## config.mk

```make
export PLATFORM = sky130hd
export DESIGN_NAME = uart_tx_frame
export DESIGN_NICKNAME = d
export VERILOG_FILES = /design/src/rtl/uart_pkg.sv /design/src/rtl/uart_bit_timer.sv /design/src/rtl/uart_tx_frame.sv
export SDC_FILE = /design/constraint.sdc
export NUM_CORES = 1
export LEC_CHECK = 0
export CORE_MARGIN = 1
export CORE_UTILIZATION = 42
export DETAILED_ROUTE_END_ITERATION = 12
export GPL_ROUTABILITY_DRIVEN = 0
export PLACE_DENSITY_LB_ADDON = 0.25
export SYNTH_ARGS = -nofsm -noshare
export SYNTH_HDL_FRONTEND = slang
export SYNTH_HIERARCHICAL = 1
export SYNTH_SLANG_ARGS = --single-unit
```

## constraint.sdc

```tcl
create_clock -name clk -period 2.98 [get_ports clk]
set_input_delay 0.596 -clock clk [delete_from_list [all_inputs] [get_ports clk]]
set_output_delay 0.596 -clock clk [all_outputs]
set_load 0.01 [all_outputs]
```

## src/rtl/uart_pkg.sv

```systemverilog
// rtl/uart_pkg.sv - shared types, parity codes and parity helper for the UART blocks
package uart_pkg;

    typedef enum logic [2:0] {
        IDLE   = 3'd0,
        START  = 3'd1,
        DATA   = 3'd2,
        PARITY = 3'd3,
        STOP   = 3'd4
    } uart_state_t;

    localparam logic [1:0] PAR_NONE = 2'b00;
    localparam logic [1:0] PAR_EVEN = 2'b01;
    localparam logic [1:0] PAR_ODD  = 2'b10;

    // Widest frame payload any UART block in the subsystem supports.
    localparam int MAX_DATA_BITS = 9;

    // Data narrower than MAX_DATA_BITS is zero-extended by the caller; the
    // extra zeros do not change the XOR.
    function automatic logic parity_bit(input logic [MAX_DATA_BITS-1:0] data,
                                        input logic [1:0]               code);
        case (code)
            PAR_EVEN: return ^data;
            PAR_ODD:  return ~(^data);
            default:  return 1'b0;
        endcase
    endfunction

    // Code 2'b11 behaves as "no parity".
    function automatic logic parity_enabled(input logic [1:0] code);
        return (code == PAR_EVEN) || (code == PAR_ODD);
    endfunction

endpackage

```

## src/rtl/uart_bit_timer.sv

```systemverilog
// rtl/uart_bit_timer.sv - bit-period tick counter with clear and multi-period terminal count
//
// Ports:
//   clk, rst_n  clock and synchronous active-low reset
//   clear       holds the counter at zero while high
//   periods     number of bit periods (1..MAX_PERIODS) before done fires
//   done        high on the last clock of the requested span; counter
//               restarts from zero on the following clock
module uart_bit_timer #(
    parameter int CLKS_PER_BIT = 40,
    parameter int MAX_PERIODS  = 1,
    parameter int CNT_W        = $clog2(MAX_PERIODS * CLKS_PER_BIT),
    parameter int PER_W        = $clog2(MAX_PERIODS + 1)
) (
    input  logic             clk,
    input  logic             rst_n,
    input  logic             clear,
    input  logic [PER_W-1:0] periods,
    output logic             done
);

    logic [CNT_W-1:0] count;
    logic [31:0]      terminal;

    assign terminal = 32'(periods) * 32'(CLKS_PER_BIT) - 32'd1;
    assign done     = (32'(count) == terminal);

    always_ff @(posedge clk) begin
        if (!rst_n || clear) begin
            count <= '0;
        end else if (done) begin
            count <= '0;
        end else begin
            count <= count + 1'b1;
        end
    end

endmodule

```

## src/rtl/uart_tx_frame.sv

```systemverilog
// rtl/uart_tx_frame.sv - parametrised UART transmitter with runtime parity and one-entry holding register
//
// Ports:
//   clk, rst_n    clock and synchronous active-low reset
//   tx_start      write strobe, taken only while tx_ready is high
//   din           frame data, sent LSB first
//   parity_sel    00 none, 01 even, 10 odd, 11 none; latched with din
//   tx_ready      holding register empty
//   tx_busy       a frame is on the line
//   tx            registered serial output, idle high
//   tx_done_tick  one-cycle pulse during the last stop-bit clock
module uart_tx_frame
    import uart_pkg::*;
#(
    parameter int CLKS_PER_BIT = 40,
    parameter int DATA_BITS    = 8,
    parameter int STOP_BITS    = 1
) (
    input  logic                 clk,
    input  logic                 rst_n,
    input  logic                 tx_start,
    input  logic [DATA_BITS-1:0] din,
    input  logic [1:0]           parity_sel,
    output logic                 tx_ready,
    output logic                 tx_busy,
    output logic                 tx,
    output logic                 tx_done_tick
);

    localparam int IDX_W = $clog2(DATA_BITS);
    localparam int PER_W = $clog2(STOP_BITS + 1);

    uart_state_t state, state_next;

    logic                 hold_valid;
    logic [DATA_BITS-1:0] hold_data;
    logic [1:0]           hold_par;
    logic [DATA_BITS-1:0] shift_data;
    logic [1:0]           shift_par;
    logic [IDX_W-1:0]     bit_idx;

    logic             t_done;
    logic [PER_W-1:0] periods;
    logic             load_shift;
    logic             frame_end;
    logic             tx_next;
    logic             last_bit;
    logic             par_value;

    assign tx_ready  = !hold_valid;
    assign last_bit  = (bit_idx == IDX_W'(DATA_BITS - 1));
    assign par_value = parity_bit(MAX_DATA_BITS'(shift_data), shift_par);
    assign periods   = (state == STOP) ? PER_W'(STOP_BITS) : PER_W'(1);

    // Only STOP spans more than one bit period; every other state change
    // happens on a timer done, which already restarts the count.
    uart_bit_timer #(
        .CLKS_PER_BIT (CLKS_PER_BIT),
        .MAX_PERIODS  (STOP_BITS)
    ) u_bit_timer (
        .clk     (clk),
        .rst_n   (rst_n),
        .clear   (state == IDLE),
        .periods (periods),
        .done    (t_done)
    );

    always_ff @(posedge clk) begin
        if (!rst_n) begin
            state <= IDLE;
        end else begin
            state <= state_next;
        end
    end

    // tx_next is derived from the current state and registered, so the line
    // trails the state register by one clock.
    always_comb begin
        state_next = state;
        load_shift = 1'b0;
        frame_end  = 1'b0;
        tx_next    = 1'b1;
        case (state)
            IDLE: begin
                if (hold_valid) begin
                    state_next = START;
                    load_shift = 1'b1;
                end
            end
            START: begin
                tx_next = 1'b0;
                if (t_done) begin
                    state_next = DATA;
                end
            end
            DATA: begin
                tx_next = shift_data[bit_idx];
                if (t_done && last_bit) begin
                    state_next = parity_enabled(shift_par) ? PARITY : STOP;
                end
            end
            PARITY: begin
                tx_next = par_value;
                if (t_done) begin
                    state_next = STOP;
                end
            end
            STOP: begin
                if (t_done) begin
                    frame_end = 1'b1;
                    // A queued frame chains straight into its start bit.
                    if (hold_valid) begin
                        state_next = START;
                        load_shift = 1'b1;
                    end else begin
                        state_next = IDLE;
                    end
                end
            end
            default: begin
                state_next = IDLE;
            end
        endcase
    end

    always_ff @(posedge clk) begin
        if (!rst_n) begin
            hold_valid   <= 1'b0;
            hold_data    <= '0;
            hold_par     <= PAR_NONE;
            shift_data   <= '0;
            shift_par    <= PAR_NONE;
            bit_idx      <= '0;
            tx           <= 1'b1;
            tx_busy      <= 1'b0;
            tx_done_tick <= 1'b0;
        end else begin
            tx           <= tx_next;
            tx_busy      <= (state != IDLE);
            tx_done_tick <= frame_end;

            // load_shift needs hold_valid=1 and a write needs hold_valid=0,
            // so the two never collide.
            if (load_shift) begin
                hold_valid <= 1'b0;
                shift_data <= hold_data;
                shift_par  <= hold_par;
            end else if (tx_start && !hold_valid) begin
                hold_valid <= 1'b1;
                hold_data  <= din;
                hold_par   <= parity_sel;
            end

            if (state != DATA) begin
                bit_idx <= '0;
            end else if (t_done) begin
                bit_idx <= bit_idx + 1'b1;
            end
        end
    end

endmodule

```

### Yosys cells after proc, flatten, opt, wreduce, memory -nomap -nowiden

Index checks and enable logic that the tools add are counted.

| storage, ports and cells | value |
|---|---|
| output and inout port bits | 4 |
| flip-flop bits (word level) | 36 |

| operators by class | value |
|---|---|
| equality and inequality tests | 14 |
| bitwise operators | 3 |
| reduce and logical (&&, ||, !) cells | 15 |
| multiplexer cells | 16 |
| add/sub/neg operators | 2 |
| order comparisons | 1 |

Operators by type and width:

| operator | count |
|---|---|
| 3-bit 2-to-1 mux | 6 |
| 3-bit one-hot mux with 5 select lines | 1 |
| 2-bit inequality test, second input constant | 5 |
| 9-bit parity | 1 |
| 6-bit by 1-bit adder with 6-bit output, second input constant | 1 |
| 3-bit by 2-bit == test with 1-bit output, second input constant | 2 |
| 3-bit == test, second input constant | 2 |
| 6-bit == test, second input constant | 1 |
| 2-bit OR reduction | 3 |
| 1-bit 2-to-1 mux | 5 |
| 5-bit AND reduction | 1 |
| 3-bit by 4-bit < comparator with 1-bit output, second input constant | 1 |
| 1-bit one-hot mux with 2 select lines | 2 |
| 2-bit AND reduction | 2 |
| 3-bit by 1-bit adder with 3-bit output, second input constant | 1 |
| 1-bit binary-select mux with 3-bit select | 1 |
| 3-bit by 1-bit == test with 1-bit output, second input constant | 1 |
| 3-bit logical NOT | 1 |
| 3-bit by 2-bit inequality test with 1-bit output, second input constant | 1 |
| 1-bit inverter | 3 |
| 1-bit one-hot mux with 3 select lines | 1 |
| 3-bit nonzero test | 1 |
| 2-bit by 1-bit == test with 1-bit output, second input constant | 1 |
| 2-bit == test, second input constant | 1 |
| 3 further kinds | 6 |

### Logic depth before layout (Yosys ltp)

Gate-level depths: netlist of run 1.

| depth | value |
|---|---|
| word-level depth | 5 |
| gate-level depth with buffers | 9 |
| gate-level depth less buffers | 8 |

### By module

Netlist of run 1, hierarchy kept.

Modules (own cells, without submodules):

| module | area each (um^2) | cells each | times used |
|---|---|---|---|
| uart_tx_frame | 1365.1 | 141 | 1 |
| uart_bit_timer | 252.7 | 27 | 1 |

### Least setup slack after synthesis of run 1

No wires, ideal clock.

| timing | value |
|---|---|
| path type | reg-to-reg |
| start point | register u_bit_timer.count[0] |
| end point | register state[0] |
| path slack | 1224 ps |
| clock period less this slack | 1756 ps |
| setup time | 76 ps |
| stages on the path, launching flop included | 10 |
| arrival time | 1680 ps |
| cells stage by stage | dfxtp_1 -> ha_1 -> nand2_1 -> nor2_1 -> buf_2 -> nand2b_1 -> nor3_1 -> a21o_1 -> or3_1 -> a21boi_0 |

| between the ends | value |
|---|---|
| longest elaborated chain between the ends | 4 |
| elaborated cells on any way between the ends | 7 |
| classes of those cells | 5 x eq/ne; 2 x reduce/logical |

RTL lines:

| item | line | text |
|---|---|---|
| start, declared | uart_bit_timer.sv:22 | `logic [CNT_W-1:0] count;` |
| start signal, assigned | uart_bit_timer.sv:34 | `count <= count + 1'b1;` |
| 6-bit == test * | uart_bit_timer.sv:26 | `assign done = (32'(count) == terminal);` |
| net t_done | uart_tx_frame.sv:42 | `logic t_done;` |
| 1-bit logical AND | uart_tx_frame.sv:98 | `if (t_done && last_bit) begin` |
| 2-bit inequality test (no source line) | -- |  |
| 5-bit AND reduction (no source line) * | -- |  |
| end signal, assigned | uart_tx_frame.sv:72 | `state <= state_next;` |
| end, declared | uart_tx_frame.sv:33 | `uart_state_t state, state_next;` |

The timed path passes the listed nets; every way through them passes the cells marked *.
A chain may end at the register's enable or synchronous reset.

### Worst setup path in the final report of run 1

| timing | value |
|---|---|
| start point | register u_bit_timer.count[0] |
| end point | register shift_data[5] |

| between the ends | value |
|---|---|
| longest elaborated chain between the ends | 3 |

RTL lines:

| item | line | text |
|---|---|---|
| 6-bit == test | uart_bit_timer.sv:26 |  |
| net t_done | uart_tx_frame.sv:42 |  |
| 1-bit 2-to-1 mux | uart_tx_frame.sv:109 | `if (t_done) begin` |
| 1-bit one-hot mux with 2 select lines | uart_tx_frame.sv:83 | `case (state)` |
| end signal, assigned | uart_tx_frame.sv:146 | `shift_data <= hold_data;` |
| end, declared | uart_tx_frame.sv:38 | `logic [DATA_BITS-1:0] shift_data;` |

The timed path passes the listed nets, and every way through them passes these cells.

==> summary.txt, run 1 <==
Layout
  – Final Cell Area: 1920 um^2
  – Final Net Count: 204
  – Storage element area: 721 um^2
  – Area of the multi-input gates: around 850 um^2
  – Fill cell count: 366
  – Area grow syn2layout: 18.7%
  – Ratio of cells with drive above 1 in the final layout: 6.45%
  – Leading cell type in the layout, fill and taps excluded: dfxtp_1
  – Commonest non-fill, non-tap cells in the layout: dfxtp_1 (36), nand2_1 (26), clkdlybuf4s50_1 (16), mux2i_1 (13), nor2b_1 (12)
  – Antenna diode count: 0
  – Core Util, Final: 52.1%

GRT
  – Antenna violations before repair: 0
  – First-pass GRT wire length: 5350 um
  – Total GRT Usage: roughly 17%
  – Largest net degree at the start of global routing: 21
  – Total grt overflow: 0
  – Vias in the first global route: around 1200

Synthesis
  – Synth Register Bits: 36
  – Post-synthesis sequential area ratio: 44.5%
  – Synthesized area per cell: 9.63 um^2
  – Top-area cell type share of the netlist area: between 40% and 50%
  – Ys flop type: dfxtp_1
  – Syn Nets: 186
  – Synth top area cells: dfxtp_1 (45%), mux2i_1 (8.0%), nand2_1 (6.0%)
  – Post-Syn Instances: 168
  – Netlist Area Pre-Place: ~1600 um^2
  – EDFF count, synth: 0
  – Cell taking the most area after synthesis: dfxtp_1
  – Synth warn: 6
  – Fraction of registers with async set/reset: 0%
  – Unique masters post-synth: 34

Floorplanning
  – I/O pin count: 17
  – Width of the die: 64.1 um
  – Die height: 64.1 um
  – Initial core utilization: 43.9%
  – Die footprint: between 4000 and 5000 um^2
  – Core area: 3690 um^2
  – Placement Rows: 22

Timing
  – Final Setup Violations: 0
  – Fin. max-slew vios: 0
  – Final worst-path cycle share: 72.2%
  – Relative slew slack: a little over half
  – Post-layout min period: around 2.2 ns
  – Max Freq: roughly 460 MHz
  – Final WS setup: 0.828 ns
  – Worst-Margin Slew: 0.684 ns
  – Unrepaired setup endpoints after global routing: false
  – Final Hold Violating Endpoints: 0
  – Fin Clk Skew: 0.00365 ns
  – Hold_ws: 0.467 ns
  – TNS Setup: 0 ns

Critical path
  – Worst Path Class, Setup: register to register
  – R2R Path Start: u_bit_timer/count[0]
  – Setup slack, reg-to-reg: 0.83 ns
  – Crit. End Element: register
  – Worst Path Required: 3.16 ns
  – R2R cell count: 8
  – Max FO, Critical Path: 11
  – Top delay family on crit path: simple AND/OR/NAND/NOR gates
  – Crit-path max cell delay: 0.50 ns
  – Arrival @ worst endpoint: 2.33 ns
  – WP buf/inv: 1
  – Crit path launch type: register
  – Critical Path Slowest Stage Cell: nand3_1
  – Critical Path, Cell by Cell: ha_1 -> nand2_1 -> nor2_1 -> buf_4 -> nand2b_1 -> nand3_1 -> mux2i_1 -> nor2b_1
  – RR Endpoint: shift_data[5]

Drt
  – WL per Instance: 12.3 um
  – Antenna-violating nets left: 0
  – Via/cell ratio: ~5
  – Final wirelength: around 2900 um
  – Vias: approximately 1200
  – Drt drc: 0
  – Drt first pass iters: 4
  – 1st-iter DRT viols: 42

Clock tree
  – Inserted Clock Buffers: 5
  – H-tree Lvls: 2
  – CTS tree: yes
  – Hold Buf Count CTS: 0
  – Worst skew pair latency: about 0.28 ns
  – Clock sinks: 36
  – Setup Fix Bufs, Post-CTS: 0
  – Clock Tree Buf Depth: 2
  – Root buffer cell: clkbuf_8
  – PostCTS Resize Cnt: 0
  – Clk slew on worst S/H paths: 0.07 ns

Power
  – Leakage: between 0.7 and 0.8 nW
  – Peak VDD IR: approximately 0.33 mV
  – P per Cell Area: 507 nW/um^2

Worst hold path
  – Worst Min Path Start: hold_data[2]
  – Hold path endpoint: hold_data[2]
  – Hold crit path type: register to register
  – Worst Hold Path Cells: 2

Place
  – Place WS: 0.843 ns
  – I/O Buffers: 16
  – Placed cell area: 1820 um^2
  – DP HPWL: between 2000 and 2500 um

Outcome
  – Outcome: complete, no violations

Run
  – Max-cap violations: 0
flip-flops by register name, summed over array words and instances, names as in the netlist:
name and count:
hold_valid 1, shift_par 2, bit_idx 3, state 3, u_bit_timer/count 6, shift_data 8, tx_busy 1, tx 1
hold_data 8, hold_par 2, tx_done_tick 1
worst max path at each step:
stage | from | cells after the start | slack, ns | endpoint
CTS | u_bit_timer/count[0] | 8 | 0.78 | shift_data[5]
global route | u_bit_timer/count[0] | 8 | 0.64 | shift_data[5]
floorplan | u_bit_timer/count[0] | 9 | 1.22 | state[0]
global placement | tx_start | 4 | 0.96 | hold_data[3]
detailed placement | u_bit_timer/count[0] | 8 | 0.84 | shift_data[7]
finish | u_bit_timer/count[0] | 8 | 0.83 | shift_data[5]
final cells by class:
type	count	area share [%]
clock buffer	7	5.02
sequential	36	37.5
inverter	4	0.782
multi-input combinational	121	44.4
timing repair buffer	18	9.12
tap	48	3.13
per-layer routing:
layer / track usage [%] / routed length (um) / vias up
met4: 7.10 / 69 / 0
met2: 29.8 / 1450 / 22
met3: 5.89 / 85 / 8
met1: 18.3 / 1270 / 551
met5: 0 / 0 / -
li1: - / - / 607
through the flow:
stage          total power, mW  std cells
2_1_floorplan            0.583        168
3_3_place_gp             0.615        227
3_5_place_dp             0.620        227
4_1_cts                  0.986        234
5_1_grt                   1.02        234
6_report                 0.973        234
cells in the mapped netlist, drive strengths merged, types with 3 or more instances:
master and n:
a21oi 4, nor2 11, nand2b 3, inv 4, clkbuf 5, nand2 26, nor2b 12, nand3 3
ha 5, dfxtp 36, xnor2 9, mux2i 13, a21boi 11
logic make-up after synthesis:
| family | count (synthesis) | share of synthesized area (%) |
|---|---|---|
| other cells | 1 | 0.232 |
| xor+xnor | 11 | 5.96 |
| simple gates | 63 | 19.3 |
| fa+ha+maj | 5 | 3.87 |
| flops | 36 | 44.5 |
| compound gates | 25 | 11.4 |
| buf+inv | 11 | 2.71 |
| mux | 16 | 12.0 |
power breakdown:
part | leakage, nW | internal [mW] | switching, mW | total [mW]
combinational | 0.403 | 0.0520 | 0.0427 | 0.0948
sequential | 0.293 | 0.498 | 0.0145 | 0.513
clock | 0.0503 | 0.206 | 0.160 | 0.366
worst min-delay path, stage by stage (launching register included):
cell and delay, ns:
dfxtp_1 0.31, nand2_1 0.05, a21boi_0 0.06
Note: power is estimated with default switching activity, not from simulation.
==> run 2, diff against run 1 <==
clock period = 2.15 ns   (was 2.98 ns; I/O delays follow)
==> summary.txt, run 2 (synthesized netlist as in run 1, its figures left out) <==
Clock tree
  – Root buffer cell: clkbuf_8
  – Clock sinks: 36
  – PostCTS Resize Cnt: 0
  – Hold Buf Count CTS: 0
  – Inserted Clock Buffers: 5
  – CTS tree: yes
  – H-tree Lvls: 2
  – Clock Tree Buf Depth: 2
  – Worst skew pair latency: around 0.29 ns
  – Clk slew on worst S/H paths: around 0.070 ns
  – Setup Fix Bufs, Post-CTS: 0

Timing
  – Post-layout min period: about 1.9 ns
  – Final WS setup: 0.253 ns
  – Fin. max-slew vios: 0
  – Fin Clk Skew: 0.00623 ns
  – Unrepaired setup endpoints after global routing: false
  – Final worst-path cycle share: approximately nine tenths
  – Final Hold Violating Endpoints: 0
  – Final Setup Violations: 0
  – TNS Setup: 0 ns
  – Max Freq: 527 MHz

Floorplanning
  – Core area: 3690 um^2
  – Placement Rows: 22
  – Initial core utilization: 43.9%
  – Die height: around 64 um
  – Die footprint: 4100 um^2
  – Width of the die: 64.1 um
  – I/O pin count: 17

Layout
  – Antenna diode count: 0
  – Non-Filler Instances: 236
  – Fill cell count: 366
  – Largest regs: hold_data x8, shift_data x8, u_bit_timer/count x6
  – Commonest non-fill, non-tap cells in the layout: dfxtp_1 (36), nand2_1 (26), clkdlybuf4s50_1 (16), mux2i_1 (13), nor2b_1 (12)
  – Final Net Count: 206
  – Area grow syn2layout: 18.7%
  – Leading cell type in the layout, fill and taps excluded: dfxtp_1
  – Ratio of cells with drive above 1 in the final layout: 7.45%

Place
  – DP HPWL: 2150 um
  – Place WS: 0.260 ns
  – I/O Buffers: 16
  – Placed Cells incl. Taps: 229

GRT
  – Total GRT Usage: 16.8%
  – First-pass GRT wire length: between 5000 and 6000 um
  – Vias in the first global route: 1114
  – Total grt overflow: 0
  – Antenna violations before repair: 0
  – Largest net degree at the start of global routing: 22

Run
  – Max-cap violations: 0

Drt
  – Drt first pass iters: 4
  – 1st-iter DRT viols: 37
  – Final wirelength: 2820 um
  – Antenna-violating nets left: 0
  – Vias: about 1200
  – WL per Instance: between 10 and 15 um
  – Drt drc: 0
  – Via/cell ratio: 4.93

Critical path
  – Max FO, Critical Path: 7
  – Setup slack, reg-to-reg: approximately 0.25 ns
  – Worst Path Required: roughly 2.4 ns
  – Crit path launch type: register
  – Crit. End Element: register
  – Worst Path Class, Setup: register to register
  – Arrival @ worst endpoint: roughly 2.1 ns

Power
  – Peak VDD IR: ~0.40 mV
  – P per Cell Area: 675 nW/um^2
  – Leakage: ~0.74 nW

Outcome
  – Outcome: complete, no violations

Worst hold path
  – Hold crit path type: register to register
-- run 2: cell types whose count changed in the layout (fill, tap and decap cells not counted), sizes merged --
cell,before,now
clkinvlp,0,1
buf,2,4
clkinv,0,1
clkbuf,7,5
-- run 2: path summary, 6_finish.rpt --
path / cells past startpoint / start / end
max: 8 / u_bit_timer/count[0] / state[0]
min: 2 / hold_data[1] / hold_data[1]
max reg2reg: 8 / u_bit_timer/count[0] / state[0]
min reg2reg: 2 / hold_data[1] / hold_data[1]
-- run 2: per-stage QoR --
step                total power [mW]  hold WS (ns)  area (um^2)  utilization (%)
finish                          1.30         0.465         1920             52.1
CTS                             1.31         0.468         1920             52.1
detailed placement             0.863         0.458         1840             49.9
floorplan                      0.808         0.429         1620                -
global placement               0.857         0.441         1840             49.9
global route                    1.37         0.489         1920             52.1
-- run 2: layout make-up --
cell class,count,area [um^2],area share (%)
clock inverters,2,12.5,0.651
clock buffers,5,68.8,3.58
well taps,48,60.1,3.13
multi-input cells,121,853,44.4
flip-flops and latches,36,721,37.5
repair buffers,20,190,9.90
inverters,4,15.0,0.782
-- run 2: layer usage --
layer | track usage [%] | part of all wire (%) | vias up
met3 | 5.89 | 3.2 | 6
met1 | 20.4 | 45 | 535
met4 | 7.67 | 2.1 | 0
li1 | - | - | 607
met5 | 0 | 0 | -
met2 | 26.5 | 49 | 16
-- run 2: power by group --
group	internal (mW)	leakage (nW)	switching, mW
Clock	0.219	0.0400	0.231
Sequential	0.691	0.293	0.0196
Combinational	0.0754	0.412	0.0605
Total	0.985	0.745	0.311
-- run 2: worst max-delay path, cell delays in order, from the launching register on --
cell and delay [ns]:
dfxtp_1 0.37, ha_1 0.23, nand2_1 0.09, nor2_1 0.19
buf_4 0.20, a21oi_1 0.07, a21o_1 0.21, or3_1 0.33
a21boi_0 0.14
==> run 3, diff against run 2 <==
CAP_MARGIN = 20   (was default)
==> results of run 3 <==
Final layout, timing and power as in run 2 (identical DEF).
